--- src/rtl/fys_perm_stream.sv ---
// fys_perm_stream: kicks off one shuffle on the external Fisher-Yates core, then
// reads its permutation memory in address order and streams the entries out over
// a valid/ready interface. A 2-entry FIFO is used as skid buffering. The read
// issue logic counts the FIFO occupancy plus the read in flight, so the FIFO
// cannot overflow.
module fys_perm_stream #(
   parameter int m = 13
) (
   input  logic          clk,
   input  logic          rst_n,
   input  logic          req,
   input  logic [63:0]   seed_in,
   output logic          busy,
   output logic          fys_start,
   output logic [63:0]   fys_seed,
   input  logic          fys_done,
   output logic          fys_rd_en,
   output logic [m-1:0]  fys_rd_addr,
   input  logic [m-1:0]  fys_data,
   output logic          perm_valid,
   input  logic          perm_ready,
   output logic [m-1:0]  perm_data,
   output logic          perm_last,
   output logic          done
);

   localparam logic [m:0]   NUM_ENTRIES = {1'b1, {m{1'b0}}};
   localparam logic [m-1:0] LAST_ADDR   = {m{1'b1}};

   typedef enum logic [2:0] {
      IDLE,
      START,
      WAIT,
      READ,
      FIN
   } state_t;

   state_t              state_q, state_d;
   logic                busy_q, busy_d;
   logic                start_q, start_d;
   logic                done_q, done_d;
   logic [63:0]         seed_q, seed_d;
   logic [m-1:0]        addr_q, addr_d;
   logic [m:0]          issued_q, issued_d;
   logic                inflight_q, inflight_d;
   logic                inflight_last_q, inflight_last_d;
   logic [1:0][m-1:0]   fifo_data_q, fifo_data_d;
   logic [1:0]          fifo_last_q, fifo_last_d;
   logic                wr_ptr_q, wr_ptr_d;
   logic                rd_ptr_q, rd_ptr_d;
   logic [1:0]          count_q, count_d;

   logic                fifo_pop;
   logic                fifo_push;
   logic                rd_en;
   logic [2:0]          occ_after_pop;
   logic                head_last;

   // Read issue: allow a new read only if it will still have a FIFO slot when it returns
   always_comb begin
      fifo_pop      = (count_q != 2'd0) && perm_ready;
      fifo_push     = inflight_q;
      head_last     = fifo_last_q[rd_ptr_q];
      occ_after_pop = {1'b0, count_q} + {2'b00, inflight_q} - {2'b00, fifo_pop};
      rd_en         = (state_q == READ) && (occ_after_pop < 3'd2) && (issued_q < NUM_ENTRIES);
   end

   // Next-state computation for the control FSM, read counters and FIFO
   always_comb begin
      state_d         = state_q;
      busy_d          = busy_q;
      start_d         = 1'b0;
      done_d          = 1'b0;
      seed_d          = seed_q;
      addr_d          = addr_q;
      issued_d        = issued_q;
      inflight_d      = rd_en;
      inflight_last_d = rd_en && (addr_q == LAST_ADDR);
      fifo_data_d     = fifo_data_q;
      fifo_last_d     = fifo_last_q;
      wr_ptr_d        = wr_ptr_q;
      rd_ptr_d        = rd_ptr_q;
      count_d         = count_q;

      case (state_q)
         IDLE: begin
            if (req) begin
               state_d  = START;
               seed_d   = seed_in;
               busy_d   = 1'b1;
               start_d  = 1'b1;
               addr_d   = '0;
               issued_d = '0;
            end
         end
         START: begin
            state_d = WAIT;
         end
         WAIT: begin
            if (fys_done) begin
               state_d = READ;
            end
         end
         READ: begin
            if (fifo_pop && head_last) begin
               state_d = FIN;
               done_d  = 1'b1;
            end
         end
         FIN: begin
            state_d = IDLE;
            busy_d  = 1'b0;
         end
         default: begin
            state_d = IDLE;
            busy_d  = 1'b0;
         end
      endcase

      if (rd_en) begin
         addr_d   = addr_q + 1'b1;
         issued_d = issued_q + 1'b1;
      end

      if (fifo_push) begin
         fifo_data_d[wr_ptr_q] = fys_data;
         fifo_last_d[wr_ptr_q] = inflight_last_q;
         wr_ptr_d              = ~wr_ptr_q;
      end
      if (fifo_pop) begin
         rd_ptr_d = ~rd_ptr_q;
      end
      count_d = count_q + {1'b0, fifo_push} - {1'b0, fifo_pop};
   end

   // State register; reset drops any pending reads and buffered entries
   always_ff @(posedge clk or negedge rst_n) begin
      if (!rst_n) begin
         state_q         <= IDLE;
         busy_q          <= 1'b0;
         start_q         <= 1'b0;
         done_q          <= 1'b0;
         seed_q          <= '0;
         addr_q          <= '0;
         issued_q        <= '0;
         inflight_q      <= 1'b0;
         inflight_last_q <= 1'b0;
         fifo_data_q     <= '0;
         fifo_last_q     <= '0;
         wr_ptr_q        <= 1'b0;
         rd_ptr_q        <= 1'b0;
         count_q         <= '0;
      end else begin
         state_q         <= state_d;
         busy_q          <= busy_d;
         start_q         <= start_d;
         done_q          <= done_d;
         seed_q          <= seed_d;
         addr_q          <= addr_d;
         issued_q        <= issued_d;
         inflight_q      <= inflight_d;
         inflight_last_q <= inflight_last_d;
         fifo_data_q     <= fifo_data_d;
         fifo_last_q     <= fifo_last_d;
         wr_ptr_q        <= wr_ptr_d;
         rd_ptr_q        <= rd_ptr_d;
         count_q         <= count_d;
      end
   end

   // Output drive; the address bus and the stream sideband are zero when idle
   always_comb begin
      busy        = busy_q;
      fys_start   = start_q;
      done        = done_q;
      fys_seed    = seed_q;
      fys_rd_en   = rd_en;
      fys_rd_addr = rd_en ? addr_q : '0;
      perm_valid  = (count_q != 2'd0);
      perm_data   = perm_valid ? fifo_data_q[rd_ptr_q] : '0;
      perm_last   = perm_valid && head_last;
   end

endmodule

--- config.mk ---
export PLATFORM = sky130hd
export DESIGN_NAME = fys_perm_stream
export DESIGN_NICKNAME = d
export VERILOG_FILES = /design/src/rtl/fys_perm_stream.sv
export SDC_FILE = /design/constraint.sdc
export NUM_CORES = 1
export LEC_CHECK = 0
export BUFFER_PORTS_ARGS = -buffer_cell sky130_fd_sc_hd__buf_2
export CAP_MARGIN = 25
export CORE_MARGIN = 8
export CORE_UTILIZATION = 30
export DETAILED_ROUTE_END_ITERATION = 8
export GPL_ROUTABILITY_DRIVEN = 0
export PLACE_DENSITY = 0.51
export SLEW_MARGIN = 20
export SYNTH_ARGS = -nofsm -noshare
export SYNTH_HDL_FRONTEND = slang
export SYNTH_SLANG_ARGS = --single-unit
--- constraint.sdc ---
create_clock -name clk -period 3.7 [get_ports clk]
set_input_delay 0.925 -clock clk [delete_from_list [all_inputs] [get_ports clk]]
set_output_delay 0.925 -clock clk [all_outputs]
set_load 0.02 [all_outputs]
==> results of run 1 <==
==> final timing paths <==
path | end | slack [ns] | depth (start not counted)
worst max-delay path | fys_rd_addr[5] | -0.02 | 13
worst min-delay path | fys_seed[61] | 0.47 | 2
worst max register to register | issued_q[11] | 0.63 | 14
worst min register to register | fys_seed[61] | 0.47 | 2
max in group asynchronous | fys_seed[52] | 2.27 | 2
min in group asynchronous | fifo_data_q[1] | 0.64 | 1
==> power breakdown <==
part           internal, mW  switching [mW]  leakage [nW]
Combinational         0.950            1.10          2.16
Sequential             1.66           0.194          1.74
Clock                 0.935           0.596         0.267
==> flip-flops by register name, indices dropped and copies added (netlist names) <==
signal           cells
done                 1
count_q              2
wr_ptr_q             1
inflight_last_q      1
fys_start            1
fifo_data_q         26
issued_q            14
fifo_push            1
state_q              3
busy                 1
fifo_last_q          2
addr_q              13
fys_seed            64
rd_ptr_q             1
==> cell usage in the layout, fill, tap and decap left out, types with 2 or more instances in the layout <==
cell type and instances:
buf_6 13, nor2_1 25, and3_1 3, o21ai_0 8, clkinv_2 6, nand3_1 8, ha_1 2, buf_2 162
dfrtp_1 130, clkinv_4 3, buf_12 2, clkbuf_1 4, mux2i_1 28, ha_4 2, buf_4 21, inv_1 7
mux2_2 28, or3_1 2, or4_1 2, clkbuf_16 17, nor3_1 5, nor4_1 5, nand4_1 8, a21oi_1 9
inv_2 4, nand2_1 224, and2_4 11
==> through the flow <==
stage	setup TNS [ns]	cell area, µm²	worst slack (ns)	utilization [%]	std cells
floorplan	0	5650	0.0181	-	564
global placement	-1.94	6810	-0.158	36.8	962
detailed placement	-2.73	6810	-0.214	36.8	962
CTS	-0.229	7440	-0.0505	40.2	994
global route	-0.708	7620	-0.107	41.1	1005
finish	-0.0230	7620	-0.0230	41.1	1005
==> metal layers <==
metal	vias to the layer above	GRT usage, %
li1	2233	-
met2	125	21.1
met1	2172	16.1
met4	0	6.13
met3	25	4.03
met5	-	0
==> synthesized netlist by cell type, types with 2 or more instances <==
library cell  instances
mux2_2               28
or3_1                 2
nand4_1               8
or4_1                 2
nor4_1                5
buf_2                11
a21oi_1               9
nand2_1             225
dfrtp_1             131
ha_1                  4
nor2_1               26
o21ai_0               9
and3_1                3
nand3_1               8
clkbuf_1             12
inv_1                12
mux2i_1              28
nor3_1                5
xnor2_1               2
and2_1               11
==> logic make-up after synthesis <==
group | Yosys count | share of synthesized area (%)
simple gates | 300 | 22.7
flops | 131 | 58.5
mux | 56 | 10.6
buf+inv | 39 | 3.06
compound gates | 30 | 3.39
fa+ha+maj | 5 | 1.25
xor+xnor | 3 | 0.469
==> repair_timing <==
item	4_1_cts	5_1_grt
cloned	0	2
endpoints found under the hold margin	0	0
gates resized for setup	30	26
setup buffers	0	9
setup endpoints to repair	14	14
pin swaps	1	6
==> worst reg2reg max path, stage by stage (launching register included) <==
cell	delay [ns]
dfrtp_1	0.44
o21ai_4	0.16
inv_2	0.06
ha_4	0.22
inv_4	0.05
ha_4	0.12
inv_2	0.03
fa_2	0.39
xnor2_4	0.21
nand3_4	0.21
buf_12	0.20
buf_4	0.13
buf_4	0.16
nor4_1	0.35
mux2i_1	0.24
==> final cells by class <==
type / instances / area (µm²)
clock buffer: 22 / 454
fill: 1834 / 10900
inverter: 13 / 63.8
clock inverter: 10 / 85.1
timing repair inverter: 2 / 20.0
tap: 234 / 293
sequential: 131 / 3280
timing repair buffer: 199 / 1170
multi-input combinational: 394 / 2250
==> flow_summary.toml, run 1 <==
[floorplanning]
io_pins = 178
dieArea_mm2 = 0.0233
die_width_um = 153
initial_utilization_pct = 30.3
core_mm2 = 0.0185
die_y_um = 153
num_rows = 50

[timing]
hold_viol = 0
rsz0062_at_grt = "yes"
clock.fmax_mhz = 269
finalSetupViolations = 1
worst_pin_slew_ns = 0.889
fin_skew_ns = 0.00599
setup_ws_ns = -0.0230
period_minus_slack_ns = 3.72
report.final.slew_viol_count = 0
min_period_over_period_pct = 101
slew_headroom_pct = 40.7
holdWs_ns = 0.467

[critical_path]
crit_fanout = 6
cpMaxStageDelayCell = "fa_2"
crit_required_ns = 2.77
worst_path_largest_cell_delay_ns = 0.39
cp.arrival_ns = 2.80
worst-setup-path-type = "primary input to output pin"
path_buf_inv = 6
critPathLaunch = "perm_ready"
worstReg2RegStart = "count_q[0]"
crit_chain = "buf_8, o21ai_4, inv_2, ha_4, inv_4, ha_4, inv_2, fa_2, xnor2_4, nand3_4, buf_12, nor2_4, buf_6"
end_kind = "output pin"
cp-start-kind = "primary input"
critical-path-top-delay-family = "adder cells"

[synthesis]
yosys-top-cells-area = "dfrtp_1 (58%), nand2_1 (15%), mux2_2 (5.6%)"
synth_top_area_cell = "dfrtp_1"
async_reset_ff_share_pct = 100
yosys_warnings = 0
synth.distinct_cells = 43
synth_ff_type = "dfrtp_1"
synth_edf_count = 0
syn_area_mm2 = 0.00561
synth_top_area_share_pct = 58.5
ys_seq_elements = 131
netlist_instances = 564
synth-seq-area-share_pct = 58.5
synth_nets = 651
syn_area_per_cell_um2 = 9.94

[clock_tree]
clk_latency_ns = 0.41
cts_hold_buf = 0
numCtsBuffers = 17
path_clk_slew_ns = 0.05
clkSinkCount = 131
cts-root-buf = "clkbuf_16"
htreeDepth = 4
clockBufferDepth = 2
cts_tree = "built"

[final_layout]
areaGrowthSynthToFinish_pct = 35.9
insertedDiodeCount = 0
nNetsFinal = 845
drive_gt1_share_pct = 37.1

[global_route]
grt_pass1_wl_mm = 24.9
gr-usage-all-layers_pct = 13.2
antenna_found_initial = 0
grt_max_degree = 80
first_global_vias = 4839
grt_remaining_overflow = 0

[drt]
remaining_drc_errors = 0
top_layer = "met4"
wl_mm = 15.1
wl_met1_mm = 6.78
wl_met3_um = 692
dr.first_iter.drc_count = 182
firstDrtPassIters = 4
vias = 4555
via_per_inst = 4.53
wl_per_cell_um = 15.0
wl_met2_mm = 7.29
ant_nets = 0

[worst_hold_path]
hp-start = "fys_seed[61]"
hp-class = "flip-flop to flip-flop"

[power]
p_leak_nw = 4.17
powerDensity_mw_per_mm2 = 714
peakVddDrop_mv = 0.296
p_total_mw = 5.44

[placed_design]
io_buffers = 177
dpl.hpwl_mm = 10.3

[status]
status = "finished, violations left"
violations = "negative setup slack"

[job]
cap_violations = 0
Note: power is estimated with default switching activity, not from simulation.
==> run 2: changes to the inputs <==
==> constraint.sdc (replaced) <==
create_clock -name clk -period 3.7 [get_ports clk]
set_input_delay 0.555 -clock clk [delete_from_list [all_inputs] [get_ports clk]]
set_output_delay 0.555 -clock clk [all_outputs]
set_load 0.02 [all_outputs]
==> flow_summary.toml, run 2 (synthesis gave the netlist of run 1 again) <==
[clock_tree]
clockBufferDepth = 2
htreeDepth = 4
cts_tree = "built"
clkSinkCount = 131
path_clk_slew_ns = 0.06
cts-root-buf = "clkbuf_16"
clk_latency_ns = 0.41
numCtsBuffers = 17

[power]
p_total_mw = 5.21
powerDensity_mw_per_mm2 = 706
p_leak_nw = 4.09
peakVddDrop_mv = 0.469

[final_layout]
largest_reg_flops = 64
nNetsFinal = 830
drive_gt1_share_pct = 33.2
final_common_cell = "nand2_1"
insertedDiodeCount = 0
areaGrowthSynthToFinish_pct = 31.7
mostFrequentLayoutCells = "nand2_1 (225), buf_2 (176), dfrtp_1 (131)"

[timing]
fin_skew_ns = 0.00879
slew_headroom_pct = 40.5
period_minus_slack_ns = 3.52
hold_viol = 0
worst_pin_slew_ns = 0.892
rsz0062_at_grt = "no"
min_period_over_period_pct = 95.1
clock.fmax_mhz = 284
report.final.slew_viol_count = 0
finalSetupViolations = 0
finalSetupTns_ns = 0
setup_ws_ns = 0.181

[drt]
wl_mm = 14.8
wl_per_cell_um = 15.0
dr.first_iter.drc_count = 209
firstDrtPassIters = 4
vias = 4512
ant_nets = 0
remaining_drc_errors = 0
via_per_inst = 4.56

[critical_path]
worstReg2RegStart = "count_q[1]"
end_kind = "output pin"
worst-setup-path-type = "flip-flop to output pin"
critical-path-top-delay-family = "adder cells"
path_buf_inv = 6
crit_top_cell = "inv_1"
critPathLaunch = "count_q[1]"
cp.arrival_ns = 2.96
worst_path_largest_cell_delay_ns = 0.45
crit_chain = "o21ai_2, inv_1, ha_1, inv_1, ha_1, inv_1, fa_1, xnor2_2, nand3_4, inv_1, buf_6, and2_1, buf_2"
crit_fanout = 23
crit_required_ns = 3.14
cpMaxStageDelayCell = "dfrtp_1"
cp-start-kind = "flip-flop"

[global_route]
antenna_found_initial = 0
first_global_vias = 4802
grt_pass1_wl_mm = 24.6
grt_max_degree = 80
gr-usage-all-layers_pct = 13.0
grt_remaining_overflow = 0

[worst_hold_path]
hp-class = "primary input to asynchronous set/reset pin"

[floorplanning]
die_y_um = 153
num_rows = 50
dieArea_mm2 = 0.0233
die_width_um = 153
io_pins = 178
initial_utilization_pct = 30.3
core_mm2 = 0.0185

[status]
status = "complete, no violations"

[placed_design]
dpl_worst_slack_ns = 0.307
io_buffers = 177
dpl.hpwl_mm = 10.2

[job]
cap_violations = 0
-- run 2: per-layer routing --
| layer | up-vias | GRT usage, % | routed length (µm) |
|---|---|---|---|
| met2 | 126 | 21.2 | 7010 |
| li1 | 2197 | - | - |
| met4 | 0 | 5.23 | 172 |
| met5 | - | 0 | 0 |
| met3 | 11 | 3.94 | 815 |
| met1 | 2178 | 15.8 | 6840 |
-- run 2: worst paths after layout --
| kind | end | slack (ns) | depth (start not counted) |
|---|---|---|---|
| min | addr_q[1] | 0.19 | 1 |
| min in group clk | fys_seed[56] | 0.33 | 3 |
| max reg2reg | addr_q[6] | 0.82 | 12 |
| min reg2reg | fys_seed[21] | 0.47 | 2 |
| max in group asynchronous | fys_seed[5] | 2.64 | 2 |
| max | fys_rd_addr[12] | 0.18 | 13 |
-- run 2: through the flow --
step | hold slack (ns) | cell area (µm²) | util (%) | instances
after floorplan | 0.259 | 5610 | - | 564
after global placement | 0.454 | 6730 | 36.3 | 956
after detailed placement | 0.458 | 6730 | 36.3 | 956
after CTS | 0.206 | 7360 | 39.8 | 988
after global routing | 0.232 | 7380 | 39.9 | 990
final | 0.191 | 7380 | 39.9 | 990
-- run 2: layout make-up --
class / count / area, µm²
clock buffers: 20 / 447
clock inverters: 12 / 179
fillers: 1856 / 11100
inverters: 13 / 48.8
multi-input cells: 394 / 2170
flip-flops and latches: 131 / 3280
well taps: 234 / 293
repair buffers: 186 / 972
-- run 2: report_power, final --
group / internal [mW] / total (mW) / switching (mW)
registers: 1.66 / 1.85 / 0.193
clock network: 1.15 / 1.78 / 0.629
logic: 0.648 / 1.59 / 0.938
-- run 2: what timing repair did --
item | CTS | global route
setup endpoints to repair | 14 | 13
hold endpoints to repair | 0 | 0
pin swaps | 0 | 2
buffers inserted | 0 | 1
resized for setup | 2 | 2
hold buffers | 0 | 0
==> run 3: changes to the inputs <==
Settings changed: CORE_UTILIZATION 30 to 46, PLACE_DENSITY 0.51 to 0.73.
==> flow_summary.toml, run 3 (synthesis gave the netlist of run 1 again) <==
[status]
status = "complete, no violations"

[floorplanning]
die_y_um = 126
initial_utilization_pct = 46.9
core_mm2 = 0.0120
die_width_um = 126
dieArea_mm2 = 0.0160
num_rows = 40
io_pins = 178

[clock_tree]
numCtsBuffers = 17
cts_hold_buf = 0
clockBufferDepth = 2
htreeDepth = 4
clkSinkCount = 131
path_clk_slew_ns = 0.05
cts-root-buf = "clkbuf_16"
clk_latency_ns = 0.41
cts_tree = "built"

[global_route]
grt_max_degree = 132
antenna_found_initial = 0
first_global_vias = 4758
gr-usage-all-layers_pct = 17.8
grt_pass1_wl_mm = 22.8
grt_remaining_overflow = 0

[placed_design]
dpl_cell_area_mm2 = 0.00662
place_inst = 868
dpl.hpwl_mm = 9.47
dpl_worst_slack_ns = 0.184
io_buffers = 177

[timing]
setup_ws_ns = 0.235
slew_headroom_pct = 42.6
hold_viol = 0
clock.fmax_mhz = 289
fin_skew_ns = 0.00573
worst_pin_slew_ns = 0.862
period_minus_slack_ns = 3.47
min_period_over_period_pct = 93.7
finalSetupTns_ns = 0
finalSetupViolations = 0
report.final.slew_viol_count = 0

[drt]
dr.first_iter.drc_count = 375
ant_nets = 0
wl_per_cell_um = 15.2
firstDrtPassIters = 4
wl_mm = 13.8
via_per_inst = 5.04
vias = 4567
remaining_drc_errors = 0

[final_layout]
mostFrequentLayoutCells = "nand2_1 (225), buf_2 (176), dfrtp_1 (131)"
finalInstanceArea_mm2 = 0.00725
nNetsFinal = 835
insertedDiodeCount = 0
final_common_cell = "nand2_1"
fillers = 1014
drive_gt1_share_pct = 33.8
fin_cells = 907
areaGrowthSynthToFinish_pct = 29.3
largest_reg_flops = 64

[power]
p_total_mw = 5.14
swShare_pct = 34.2
p_switching_mw = 1.76
clkPwrFrac_pct = 30.9
p_seq_share_pct = 36.0
internal-power_mw = 3.38
peakVddDrop_mv = 0.357
comb_power_share_pct = 33.1
powerDensity_mw_per_mm2 = 709
p_leak_nw = 4.08

[critical_path]
cp.arrival_ns = 2.91
worst-setup-path-type = "flip-flop to output pin"
crit_fanout = 17
crit_required_ns = 3.14
crit_top_cell = "inv_1"
cpMaxStageDelayCell = "dfrtp_1"
cp-start-kind = "flip-flop"
worst_path_largest_cell_delay_ns = 0.45
crit_chain = "o21ai_2, inv_1, ha_1, inv_1, ha_1, inv_1, fa_1, xnor2_2, nand3_4, buf_4, nor2_1, buf_2"
end_kind = "output pin"

[worst_hold_path]
hp-class = "primary input to asynchronous set/reset pin"

[job]
cap_violations = 0
## run 3: cell count changes in the layout (fill, tap and decap cells not counted), sizes merged
cell and delta:
buf +4, bufinv -2, clkinv +3, clkinvlp +2, inv -3
## run 3: area by class of cell
| type | count | area [µm²] | area share, % |
|---|---|---|---|
| Clock buffer | 20 | 447 | 6.16 |
| Clock inverter | 11 | 113 | 1.55 |
| Inverter | 13 | 52.6 | 0.725 |
| Multi-Input combinational cell | 394 | 2170 | 29.9 |
| Sequential cell | 131 | 3280 | 45.2 |
| Tap cell | 147 | 184 | 2.54 |
| Timing Repair Buffer | 190 | 998 | 13.8 |
| Timing Repair inverter | 1 | 7.51 | 0.104 |
## run 3: critical path: cells and delay by family (launching register included)
family | cells | cell delay, ns
fa+ha+maj | 3 | 0.81
buf+inv | 5 | 0.55
flops | 1 | 0.45
simple gates | 2 | 0.24
xor+xnor | 1 | 0.23
compound gates | 1 | 0.22
## run 3: power groups by stage
stage / sequential, mW / clock, mW / combinational [mW]
after floorplan: 1.79 / 0 / 1.15
after global placement: 1.85 / 0 / 1.46
after detailed placement: 1.87 / 0 / 1.51
after CTS: 1.85 / 1.63 / 1.53
after global routing: 1.89 / 1.69 / 1.89
final: 1.85 / 1.59 / 1.70
## run 3: routing by layer
layer | track usage (%) | vias up | part of all wire [%]
met5 | 0 | - | 0
met4 | 8.42 | 0 | 2.2
met3 | 5.61 | 23 | 6.5
met2 | 29.3 | 162 | 48
met1 | 20.9 | 2178 | 43
li1 | - | 2204 | -
## run 3: repair_timing
item	in CTS	in global routing
cloned	0	1
pin swaps	0	0
resized for setup	2	3
setup endpoints to repair	13	14
setup buffers	0	6
## run 3: per-stage QoR
step	hold WS, ns	util (%)
CTS	0.283	60.0
floorplan	0.259	-
global route	0.290	60.6
global placement	0.452	55.3
finish	0.251	60.6
detailed placement	0.456	55.3
## run 3: path summary, 6_finish.rpt
path                         startpoint             end  slack [ns]  cells past startpoint
max in group asynchronous         rst_n       addr_q[3]        2.93                      2
min in group clk            seed_in[43]    fys_seed[43]        0.33                      3
setup reg to reg             count_q[1]       addr_q[6]        0.77                     12
hold / removal                    rst_n  fifo_data_q[0]        0.25                      2
hold reg to reg            fys_seed[32]    fys_seed[32]        0.47                      2
setup / recovery             count_q[1]  fys_rd_addr[5]        0.23                     12
